`src/rtl/cp0_exc_ctrl.sv`:
```
// cp0_exc_ctrl
//   CP0 exception / interrupt controller for the pipelined MIPS core.
//   Arbitrates MEM-stage synchronous exceptions, external interrupts and
//   ERET. Owns the Cause and EPC registers and drives the Status next-value
//   bus, the pipeline flush and the PC redirect. Also provides the mfc0
//   read mux.
//
// Ports
//   clk          system clock, all state updates on posedge
//   rst          asynchronous, active-low reset
//   status_q     current Status (IE=[0], EXL=[1], ERL=[2], IM=[15:8])
//   status_d     next Status value (mirrors status_q unless an event fires)
//   status_fwd   Status load strobe for this edge
//   hw_int       asynchronous external interrupt lines
//   exc_req      MEM-stage synchronous exception request
//   exc_code     ExcCode for exc_req
//   exc_pc       PC of the MEM-stage instruction
//   exc_bd       MEM-stage instruction sits in a delay slot
//   mem_valid    MEM stage holds a valid, interruptible instruction
//   eret         MEM-stage ERET
//   mtc0_we      mtc0 write enable
//   cp0_addr     mtc0/mfc0 register number (12 Status, 13 Cause, 14 EPC)
//   mtc0_data    mtc0 write data
//   mfc0_data    mfc0 read data (combinational)
//   cause_q      Cause register
//   epc_q        EPC register
//   flush        flush IF..MEM (high for the single FLUSH cycle)
//   redirect     PC redirect valid (high for the single FLUSH cycle)
//   redirect_pc  PC redirect target
//
// Handshake: there is no back-pressure. An event is accepted in the cycle
// it is presented while the controller is IDLE (status_fwd marks the
// accept); flush/redirect follow for exactly one cycle. Requests presented
// during that FLUSH cycle are dropped, never queued.
module cp0_exc_ctrl #(
  parameter logic [31:0] EXC_VECTOR = 32'h0000_0180,
  parameter int          HW_INT_W   = 6
) (
  input  logic                clk,
  input  logic                rst,
  input  logic [31:0]         status_q,
  output logic [31:0]         status_d,
  output logic                status_fwd,
  input  logic [HW_INT_W-1:0] hw_int,
  input  logic                exc_req,
  input  logic [4:0]          exc_code,
  input  logic [31:0]         exc_pc,
  input  logic                exc_bd,
  input  logic                mem_valid,
  input  logic                eret,
  input  logic                mtc0_we,
  input  logic [4:0]          cp0_addr,
  input  logic [31:0]         mtc0_data,
  output logic [31:0]         mfc0_data,
  output logic [31:0]         cause_q,
  output logic [31:0]         epc_q,
  output logic                flush,
  output logic                redirect,
  output logic [31:0]         redirect_pc
);

  localparam logic [4:0] ADDR_STATUS = 5'd12;
  localparam logic [4:0] ADDR_CAUSE  = 5'd13;
  localparam logic [4:0] ADDR_EPC    = 5'd14;

  typedef enum logic {
    IDLE  = 1'b0,
    FLUSH = 1'b1
  } state_t;

  state_t state_q, state_d;

  logic [HW_INT_W-1:0] sync1_q, sync2_q;
  logic                bd_q;
  logic [1:0]          ip_sw_q;
  logic [4:0]          code_q;
  logic [31:0]         epc_r;
  logic [31:0]         redir_pc_r;

  logic [7:0] ip;
  logic       int_pend;
  logic       idle;
  logic       take_exc, take_int, take_eret, entry;
  logic       cause_we, epc_we;

  // Cause.IP: software bits [1:0] from mtc0, hardware bits from the
  // synchronizer output, refreshed every cycle.
  always_comb begin
    ip = '0;
    ip[1:0] = ip_sw_q;
    ip[2 +: HW_INT_W] = sync2_q;
  end

  assign cause_q = {bd_q, 15'b0, ip, 1'b0, code_q, 2'b00};
  assign epc_q   = epc_r;

  assign int_pend = (|(ip & status_q[15:8])) & status_q[0] & ~status_q[1] & ~status_q[2];

  // Priority: exception > interrupt (only on a valid MEM instr) > ERET.
  assign idle      = (state_q == IDLE);
  assign take_exc  = idle & exc_req;
  assign take_int  = idle & ~exc_req & int_pend & mem_valid;
  assign take_eret = idle & ~exc_req & ~(int_pend & mem_valid) & eret;
  assign entry     = take_exc | take_int;

  assign cause_we = mtc0_we & (cp0_addr == ADDR_CAUSE);
  assign epc_we   = mtc0_we & (cp0_addr == ADDR_EPC);

  // Next-state and Status next-value. Status reloads D every cycle, so D
  // must mirror Q whenever nothing is accepted.
  always_comb begin
    state_d    = IDLE;
    status_d   = status_q;
    status_fwd = 1'b0;
    if (entry) begin
      state_d    = FLUSH;
      status_fwd = 1'b1;
      status_d   = status_q | 32'h0000_0002;
    end else if (take_eret) begin
      state_d    = FLUSH;
      status_fwd = 1'b1;
      // ERL takes precedence over EXL on return.
      if (status_q[2]) status_d = status_q & ~32'h0000_0004;
      else             status_d = status_q & ~32'h0000_0002;
    end
  end

  always_comb begin
    mfc0_data = '0;
    case (cp0_addr)
      ADDR_STATUS: mfc0_data = status_q;
      ADDR_CAUSE:  mfc0_data = cause_q;
      ADDR_EPC:    mfc0_data = epc_r;
      default:     mfc0_data = '0;
    endcase
  end

  assign flush       = (state_q == FLUSH);
  assign redirect    = (state_q == FLUSH);
  assign redirect_pc = redir_pc_r;

  always_ff @(posedge clk or negedge rst) begin
    if (!rst) begin
      state_q    <= IDLE;
      sync1_q    <= '0;
      sync2_q    <= '0;
      bd_q       <= 1'b0;
      ip_sw_q    <= 2'b00;
      code_q     <= 5'd0;
      epc_r      <= 32'd0;
      redir_pc_r <= 32'd0;
    end else begin
      state_q <= state_d;
      sync1_q <= hw_int;
      sync2_q <= sync1_q;

      // Software IP bits are written even when an entry happens this edge.
      if (cause_we) ip_sw_q <= mtc0_data[9:8];

      if (entry) begin
        // Delay-slot instructions resume at the branch (wraps modulo 2^32).
        epc_r      <= exc_bd ? (exc_pc - 32'd4) : exc_pc;
        bd_q       <= exc_bd;
        code_q     <= take_exc ? exc_code : 5'd0;
        redir_pc_r <= EXC_VECTOR;
      end else begin
        if (epc_we)    epc_r      <= mtc0_data;
        if (take_eret) redir_pc_r <= epc_r;
      end
    end
  end

endmodule

```
`config.mk`:
```
export PLATFORM = sky130hd
export DESIGN_NAME = cp0_exc_ctrl
export DESIGN_NICKNAME = d
export VERILOG_FILES = /design/src/rtl/cp0_exc_ctrl.sv
export SDC_FILE = /design/constraint.sdc
export NUM_CORES = 1
export LEC_CHECK = 0
export CORE_UTILIZATION = 35
export DETAILED_ROUTE_END_ITERATION = 8
export HOLD_SLACK_MARGIN = 0.05
export PLACE_DENSITY = 0.76
export SLEW_MARGIN = 40
export SYNTH_ARGS = -nofsm -noshare
export SYNTH_HDL_FRONTEND = slang
export SYNTH_SLANG_ARGS = --single-unit
```
`constraint.sdc`:
```
create_clock -name clk -period 3.8 [get_ports clk]
set_clock_uncertainty 0.05 [all_clocks]
set_input_delay 1.14 -clock clk [delete_from_list [all_inputs] [get_ports clk]]
set_output_delay 1.14 -clock clk [all_outputs]
set_load 0.005 [all_outputs]
```
==> results by group <==
Route
  – Post-route DRC: 0
  – Drt wl/cell: 19.6 µm
  – Via count: 4709
  – Post-route ant nets: 0
  – DR pass1 iterations: 5
  – Drt via density: 5.17
  – Detailed Route Iter0 Violations: 329
  – Total detailed-routing wirelength: 17900 µm

Critical path
  – CP Class: input port to primary output
  – Reg2Reg Depth: 6
  – Largest stage delay, worst path: 200 ps
  – Crit path top cell by count: buf_6
  – FF-to-FF Start: ip_sw_q[0]
  – Worst-path fanout max: 3
  – Worst r2r dst: bd_q
  – Worst-path cell chain: buf_6, nand2_2, buf_4, buf_6, nor4b_4, buf_4, buf_4, buf_6, buf_6, buf_6, a22o_1, buf_2
  – WP data required: 2610 ps
  – R2R setup slack: 1540 ps
  – Slowest library cell on the worst path: nor4b_4
  – Top Family by Delay on Critical Path: buffers and inverters
  – Crit end category: primary output
  – Critical path arrival: 2590 ps
  – Buf/Inv on CP: 9
  – Startpoint types: input port

CTS
  – CTS tree: yes
  – Clock slew at reported path FFs: 60 ps
  – Clk Latency, worst-skew pair: 340 ps
  – CTS Sinks: 85
  – Clk Tree Root Cell: clkbuf_16
  – Clock buffer depth: 2
  – H-Tree Level Count: 3
  – Inserted Clock Buffers: 9
  – Post-CTS Hold Buffers: 0

STA
  – Worst slew margin: 54.5%
  – Worst setup margin: 18.6 ps
  – Least-Margin Pin Slew: 682 ps
  – Fmax achieved: 264 MHz
  – # setup viols final: 0
  – Hold slack final: 297 ps
  – Period utilisation layout: 99.5%
  – Hold Violations, Final: 0
  – Final slew viol count: 0
  – Clock period minus worst slack: 3780 ps

GRT
  – Largest net degree at the start of global routing: 86
  – Total track usage: 25.3%
  – Busiest grt layer: met2
  – Global route overflow: 0
  – Grt met3 use: 4.63%
  – Met2 usage: 43.1%
  – Initial antenna violation count: 0
  – Routing usage on met1: 31.8%
  – Vias in the first global route: 4653
  – First-pass GRT wire length: 26800 µm

Pwr
  – Final Power: 3010 µW
  – Power Density: 375 nW/µm²
  – Worst VDD drop: 191 µV
  – P_leak: 0.00350 µW

Status
  – Outcome: finished, final reports clean

Final layout
  – Post-route design area: 8010 µm²
  – Area growth from synthesis to layout: 68.0%
  – Ant. Diodes: 0
  – Filler cell count: 1109
  – Layout Nets: 850
  – Share of cells above drive strength 1: 17.1%
  – Fin cells: 911

Placed design
  – GPL Wtd Cong: 0.895
  – Post-DP HPWL: 12600 µm
  – Placed Cells: 869
  – Setup WS pre-CTS: -569 ps
  – # port buffers: 263
  – Placed inst area: 7470 µm²

Synthesis
  – Cell count after synthesis: 463
  – Syn Area/Cell: 10.3 µm²
  – Synthesized flop and latch total: 85
  – Register area share after synthesis: 44.6%
  – Distinct cells, synth: 45
  – Mapped Area: 4770 µm²
  – Ys Warns: 0

Worst hold path
  – Hold depth: 0
  – Worst Hold Class: flip-flop to flip-flop
  – WHS Endpoint: sync2_q[1]
  – Worst hold start: sync1_q[1]

Floorplanning
  – Core area: 13200 µm²
  – Initial core utilization: 36.0%
  – I/O pin count: 282
  – Die Footprint: 14100 µm²
  – Die W: 119 µm
  – Die Ht: 119 µm
  – Rows: 42

Run
  – Max_cap viols: 0
-- metal layers --
layer  share of wire, %  wire length (µm)
met2                 51              9140
met3                5.4               973
met1                 41              7370
met4                2.2               401
met5                  0                 0
-- synthesized netlist by cell type, drive strengths merged --
cell type  number  area share, %
nand4bb         1           0.24
nand3           1           0.10
nand2b          2           0.26
a21oi           2           0.21
nor2b           1           0.13
a22oi           4           0.63
o32a            2           0.42
ha              1           0.26
or3             5           0.66
or2             3           0.39
o21a            3           0.47
inv             3           0.24
a21bo           1           0.21
dfrtp          85             45
or4             3           0.55
nor4            9            1.9
nor3           13            1.4
a22o           53            9.7
nand2          51            4.0
a41oi           1           0.18
o21bai          2           0.31
xnor2          22            4.0
mux2i          50             10
o41ai           1           0.18
a32oi           1           0.18
conb            1          0.079
o21ai          15            1.6
mux2            3           0.71
and2            1           0.13
nor4b           3           0.81
and3b           1           0.18
buf            59            8.9
xor2            2           0.37
clkbuf         20            1.6
nand4           2           0.26
o31ai           1           0.16
a31oi          13            1.7
nor2           22            1.7
-- power by group --
group          internal, µW  switching [µW]
Clock                   529             367
Combinational           566             315
Sequential             1060             173
Total                  2150             855
-- logic make-up (layout without fill, tap and decap cells) --
family / Yosys count / in the layout / share of synthesized area (%)
other: 1 / 18 / 0.0786
and+or+nand+nor: 118 / 118 / 12.7
muxes: 53 / 53 / 11.2
adders and majority gates: 1 / 1 / 0.262
DFF: 85 / 85 / 44.6
buffers and inverters: 82 / 337 / 10.7
xor gates and xnor gates: 24 / 24 / 4.41
AOI/OAI and AO/OA: 99 / 99 / 16.0
-- state kept, by name, summed over array words and instances, names as in the netlist --
signal and count:
bd_q 1, code_q 5, epc_q 32, flush 1, ip_sw_q 2, redirect_pc 32, sync1_q 6, sync2_q 6
-- layout by cell type (no fill, tap or decap), drive strengths merged, types with 4 or more instances in the layout --
master | synthesis | routed
clkdlybuf4s50 | 0 | 212
dfrtp | 85 | 85
buf | 59 | 82
a22o | 53 | 53
nand2 | 51 | 51
mux2i | 50 | 50
xnor2 | 22 | 22
nor2 | 22 | 22
conb | 1 | 18
o21ai | 15 | 15
dlygate4sd2 | 0 | 14
a31oi | 13 | 13
nor3 | 13 | 13
clkbuf | 20 | 13
nor4 | 9 | 9
or3 | 5 | 5
a22oi | 4 | 4
clkdlybuf4s15 | 0 | 4
inv | 3 | 4
-- what timing repair did --
| action | 4_1_cts | 5_1_grt |
|---|---|---|
| gates cloned | 6 | 0 |
| pin swaps | 14 | 4 |
| resized for setup | 155 | 9 |
| buffers inserted | 20 | 1 |
| setup endpoints to repair | 34 | 12 |
-- final cells by class --
type / instances / area (µm²) / area share (%)
Clock buffer: 11 / 243 / 3.03
Clock inverter: 5 / 58.8 / 0.734
Inverter: 3 / 11.3 / 0.141
Multi-Input combinational cell: 313 / 2270 / 28.4
Sequential cell: 85 / 2130 / 26.6
Tap cell: 176 / 220 / 2.75
Timing Repair Buffer: 318 / 3080 / 38.4
-- worst max-delay path by stage --
stage                startpoint            end  slack, ps  cells after the start
floorplan           cp0_addr[1]  mfc0_data[17]        150                      5
global placement    cp0_addr[3]  mfc0_data[22]       -470                      7
detailed placement  cp0_addr[2]  mfc0_data[26]       -570                      7
CTS                 status_q[2]     status_fwd          7                      7
global route        cp0_addr[2]   mfc0_data[5]         -4                     12
finish              cp0_addr[2]   mfc0_data[0]         20                     12
-- metrics by stage --
| step | setup TNS, ps | utilization [%] |
|---|---|---|
| after global placement | -14070 | 56.4 |
| after detailed placement | -16810 | 56.4 |
| after global routing | -7.40 | 60.5 |
| after CTS | 0 | 60.5 |
| after floorplan | 0 | - |
| final | 0 | 60.5 |
Power figures use the tool's default switching activity.
